## src/rtl/clk_div_multi.sv

```systemverilog
// Multi-channel runtime-programmable clock divider: per-channel toggle clock or tick strobe,
// glitch-free divisor reload at terminal count, and a global phase-realign strobe.
module clk_div_multi #(
  parameter int unsigned NUM_CH      = 4,
  parameter int unsigned CNT_W       = 20,
  parameter int unsigned DEFAULT_DIV = 4999
) (
  input  logic              i_clk,
  input  logic              i_rst,
  input  logic [NUM_CH-1:0] i_en,
  input  logic [NUM_CH-1:0] i_mode,
  input  logic [NUM_CH-1:0] i_div_wr,
  input  logic [CNT_W-1:0]  i_div_val,
  input  logic              i_sync,
  output logic [NUM_CH-1:0] o_clk_d,
  output logic [NUM_CH-1:0] o_tick,
  output logic [NUM_CH-1:0] o_pending
);

  localparam logic [CNT_W-1:0] DefDiv = CNT_W'(DEFAULT_DIV);
  localparam logic [CNT_W-1:0] CntOne = CNT_W'(1);

  for (genvar g = 0; g < NUM_CH; g++) begin : g_ch
    logic [CNT_W-1:0] r_cnt;
    logic [CNT_W-1:0] r_div;
    logic [CNT_W-1:0] r_shadow;
    logic             r_clk_d;
    logic             r_tick;
    logic             r_pending;
    logic             w_term;
    logic             w_apply;

    // >= also catches a count left above a divisor that was shrunk while disabled.
    assign w_term  = (r_cnt >= r_div);
    assign w_apply = ~i_en[g] | w_term;

    always_ff @(posedge i_clk) begin
      if (i_rst) begin
        r_cnt     <= '0;
        r_div     <= DefDiv;
        r_shadow  <= '0;
        r_clk_d   <= 1'b0;
        r_tick    <= 1'b0;
        r_pending <= 1'b0;
      end else if (i_sync) begin
        r_cnt     <= '0;
        r_clk_d   <= 1'b0;
        r_tick    <= 1'b0;
        r_pending <= 1'b0;
        if (i_div_wr[g]) begin
          r_div    <= i_div_val;
          r_shadow <= i_div_val;
        end else if (r_pending) begin
          r_div <= r_shadow;
        end
      end else begin
        // A new divisor only lands at a period boundary (or while idle) to avoid runt periods.
        if (i_div_wr[g]) begin
          r_shadow <= i_div_val;
          if (w_apply) begin
            r_div     <= i_div_val;
            r_pending <= 1'b0;
          end else begin
            r_pending <= 1'b1;
          end
        end else if (r_pending && w_apply) begin
          r_div     <= r_shadow;
          r_pending <= 1'b0;
        end

        if (i_en[g]) begin
          if (w_term) begin
            r_cnt   <= '0;
            r_tick  <= 1'b1;
            r_clk_d <= i_mode[g] ? 1'b1 : ~r_clk_d;
          end else begin
            r_cnt  <= r_cnt + CntOne;
            r_tick <= 1'b0;
            if (i_mode[g]) r_clk_d <= 1'b0;
          end
        end else begin
          r_tick <= 1'b0;
          if (i_mode[g]) r_clk_d <= 1'b0;
        end
      end
    end

    assign o_clk_d[g]   = r_clk_d;
    assign o_tick[g]    = r_tick;
    assign o_pending[g] = r_pending;
  end

endmodule
```

## config.mk

```make
export PLATFORM = sky130hd
export DESIGN_NAME = clk_div_multi
export DESIGN_NICKNAME = d
export VERILOG_FILES = /design/src/rtl/clk_div_multi.sv
export SDC_FILE = /design/constraint.sdc
export NUM_CORES = 1
export LEC_CHECK = 0
export ABC_AREA = 1
export BUFFER_PORTS_ARGS = -buffer_cell sky130_fd_sc_hd__buf_2
export CORE_MARGIN = 4
export CORE_UTILIZATION = 60
export CTS_BUF_LIST = sky130_fd_sc_hd__clkbuf_8
export DETAILED_ROUTE_END_ITERATION = 7
export PLACE_DENSITY = 0.81
export SYNTH_ARGS = -nofsm -noshare
export SYNTH_HDL_FRONTEND = slang
export SYNTH_SLANG_ARGS = --single-unit
```

## constraint.sdc

```tcl
create_clock -name i_clk -period 2.8 [get_ports i_clk]
set_input_delay 0.84 -clock i_clk [delete_from_list [all_inputs] [get_ports i_clk]]
set_output_delay 0.84 -clock i_clk [all_outputs]
set_load 0.01 [all_outputs]
```

==> run_results.csv <==
group,metric,value,unit
floorplan,ios,47,
clock_network,cts-resized-gates,0,
floorplan,die_x,153,um
placed_design,gp_congestion,0.813,
timing,fin_worst_skew,0.0186,ns
critical_path,critPathLaunchType,"flop",
critical_path,cpPeakStageDelay,0.41,ns
worst_hold_path,hold_depth,2,
cells_and_area,nets,1855,
detailed_routing,remaining_drc_errors,0,
yosys,avgSynthCellArea,7.35,sq um
power,swShare,0.254,
critical_path,crit_slowest_cell,"nand4_4",
floorplan,initial_core_util,0.616,
critical_path,cp_common_cell,"nand2_1",
floorplan,chipHeight,153,um
detailed_routing,routed_via_density,5.21,
yosys,synth-edff-count,0,
timing,tightest_slew,0.802,ns
placed_design,placed_cells,1963,
worst_hold_path,min_path_type,"reg -> reg",
critical_path,crit_chain,"inv_1 -> ha_1 -> a21oi_1 -> nor2_1 -> nor2_1 -> nand2_1 -> a21oi_4 -> nand4_4 -> nand2_1 -> nand2_1 -> nand3_1",
detailed_routing,drtIter0Drc,597,
critical_path,crit_family,"simple AND/OR/NAND/NOR gates",
yosys,synth.yosys.seq_area_share,0.401,
clock_network,post_cts_buffers,0,
power,combPwrFrac,0.099,
clock_network,root_buffer,"clkbuf_8",
timing,max_slew_margin,0.466,
yosys,synth.yosys.warnings,0,
critical_path,r2r_start,"g_ch[1].r_div[17]",
critical_path,cp.required,3.28,ns
detailed_routing,route.detailed.wl_per_inst,13.2,um
clock_network,cts.sinks,252,
yosys,synth-main-ff-cell,"dfxtp_1",
timing,fin_setup_tns,0,ns
critical_path,ff2ff_path_depth,11,
cells_and_area,final_cells,2036,
yosys,syn-instance-count,1713,
grt,grt_pass1_wl,46.0,mm
critical_path,critPathMaxFanout,34,
clock_network,cts_buffers,41,
clock_network,h-tree-depth,2,
grt,overflow,0,
cells_and_area,area_delta_synth_final,9.11,%
grt,grt_pass1_vias,10200,
placed_design,portBuffers,46,
floorplan,die_area,0.0234,sq mm
critical_path,worst-setup-path-type,"reg -> reg",
critical_path,endpoint_kind,"flop",
timing,drv_slew,0,
power,power.density,583,mW/mm^2
critical_path,path_buf_inv,1,
grt,grt.total_usage,0.229,
power,seqPwrFrac,0.481,
cells_and_area,num_antenna_cells,0,
yosys,synth_nets,1832,
cells_and_area,drive_gt1_frac,0.0917,
detailed_routing,vias,10600,
worst_hold_path,hold_path.startpoint,"g_ch[1].r_div[7]",
worst_hold_path,hold_end,"g_ch[1].r_div[7]",
yosys,ys_ff_latch,252,
timing,clock.fmax,0.421,GHz
power,p_int,5.97,mW
clock_network,holdBufCountCts,0,
grt,grt_antenna_before_repair,0,
critical_path,r2r_slack,0.42,ns
timing,rsz0062_at_grt,"false",
timing,fin_crit_sh,0.849,
power,p_sw,2.04,mW
grt,grt_start_max_net_pins,81,
detailed_routing,totalWireLength,26.9,mm
clock_network,cts.path.max_buffers,3,
yosys,synthArstFlopShare,0,
floorplan,rows,52,
clock_network,clk_pin_slew,0.06,ns
critical_path,arrival,2.85,ns
timing,finalSetupViolations,0,
timing,period_minus_slack,2.38,ns
yosys,netlist_area,0.0126,sq mm
power,power.leakage,6.41,nW
yosys,synthDistinctLibCells,47,
detailed_routing,dr.pass1.iters,5,
floorplan,coreArea,0.0204,sq mm
run,maxCapViolations,0,
timing,hold_viol,0,
clock_network,cts_tree,"done",
power,peakVddDrop,401,uV
detailed_routing,antenna_left,0,
run_status,outcome,"complete, no violations",
power,pwr-share-clk,0.420,
clock_network,clk_latency,0.54,ns
placed_design,dp.final_hpwl,19.1,mm
critical_path,r2r_end,"g_ch[1].r_div[2]",
state kept, by name (all words and copies together), names as in the netlist:
register	cells
g_ch.r_clk_d	4
g_ch.r_shadow	80
g_ch.r_pending	4
g_ch.r_tick	4
g_ch.r_cnt	80
g_ch.r_div	80
tightest hold or removal path, cell delays in order (launching register included):
cell and delay (ns):
dfxtp_1 0.33, nand2_1 0.05, nand3_1 0.05
metrics by stage:
stage	total power, mW	utilization	hold WS [ns]	cell area, sq um	worst slack [ns]
detailed placement	4.72	0.629	0.444	12800	0.408
CTS	8.08	0.672	0.460	13700	0.449
global placement	4.68	0.629	0.441	12800	0.498
floorplan	4.52	-	0.429	12600	0.855
finish	8.01	0.672	0.460	13700	0.424
global route	8.37	0.672	0.478	13700	0.198
kinds of logic (layout without fill, tap and decap cells):
| group | Yosys count | count (layout) | share of synthesized area |
|---|---|---|---|
| flip-flops | 252 | 252 | 0.401 |
| AND/OR/NAND/NOR | 862 | 862 | 0.310 |
| buffers and inverters | 274 | 327 | 0.0929 |
| AO/OA/AOI/OAI | 198 | 198 | 0.0831 |
| adder cells (fa/ha/maj) | 84 | 84 | 0.0835 |
| XOR/XNOR | 43 | 43 | 0.0299 |
power groups by stage:
| stage | combinational, mW | clock (mW) | sequential, mW |
|---|---|---|---|
| 2_1_floorplan | 0.615 | 0 | 3.90 |
| 3_5_place_dp | 0.788 | 0 | 3.93 |
| 3_3_place_gp | 0.759 | 0 | 3.92 |
| 6_report | 0.796 | 3.36 | 3.85 |
| 5_1_grt | 0.926 | 3.58 | 3.87 |
| 4_1_cts | 0.797 | 3.43 | 3.85 |
worst max path at each step:
stage | from | endpoint | slack, ns | cells after the start
floorplan | i_en[3] | g_ch[3].r_cnt[17] | 0.86 | 10
global placement | i_div_wr[1] | g_ch[1].r_div[9] | 0.50 | 7
detailed placement | i_div_wr[1] | g_ch[1].r_div[0] | 0.41 | 7
CTS | g_ch[1].r_div[17] | g_ch[1].r_div[2] | 0.45 | 11
global route | g_ch[1].r_div[17] | g_ch[1].r_div[0] | 0.20 | 11
finish | g_ch[1].r_div[17] | g_ch[1].r_div[2] | 0.42 | 11
Yosys cell counts, types with 2 or more instances:
cell,count,area (sq um)
nor3_2,2,20.0
nand4_2,2,25.0
a21oi_1,91,455
nand2_2,9,56.3
buf_2,5,25.0
nand3_1,109,546
inv_2,3,11.3
dfxtp_1,252,5040
and2b_1,3,22.5
buf_1,7,26.3
nand2_4,3,33.8
and3_1,6,37.5
a21o_1,8,60.1
nor3b_2,3,37.5
nor3_1,20,100
o21bai_1,2,15.0
nor2_2,5,31.3
a21oi_2,2,17.5
ha_1,84,1050
nand4_1,25,156
o21ai_0,89,445
inv_1,190,713
nand2_1,358,1340
nand4_4,2,42.5
nor3b_1,15,113
nor2_1,252,946
nor4_1,11,68.8
buf_4,20,150
buf_6,8,90.1
nand3b_1,28,210
clkbuf_1,40,150
nor2_4,3,33.8
xnor2_1,7,61.3
xor2_1,36,315
cells in the final DEF, fill, tap and decap left out, drive strengths merged, types with 2 or more instances in the layout:
cell and n:
nor4 12, nand2 370, ha 84, a21o 8, inv 203, o21bai 2, a21oi 94, and3 6
and2b 3, nand3 110, clkbuf 58, nand4 29, nand3b 28, clkinv 3, buf 60, nor2 260
clkinvlp 2, o21ai 90, nor3 22, xor2 36, dfxtp 252, nor3b 19, xnor2 7
layer usage:
layer,vias to the layer above,global-route usage,wire [um]
met5,-,0,0
met4,0,0.0789,730
met3,61,0.0435,1420
met2,208,0.380,12300
met1,4814,0.301,12400
li1,5534,-,-
area by class of cell:
class                      instances  area, sq um
inverter                         194          728
fill                            1783         6690
sequential                       252         5040
timing repair buffer              60          360
tap                              270          338
clock buffer                      58          798
multi-input combinational       1187         6380
clock inverter                    15         92.6
(Power assumes the default switching activity.)
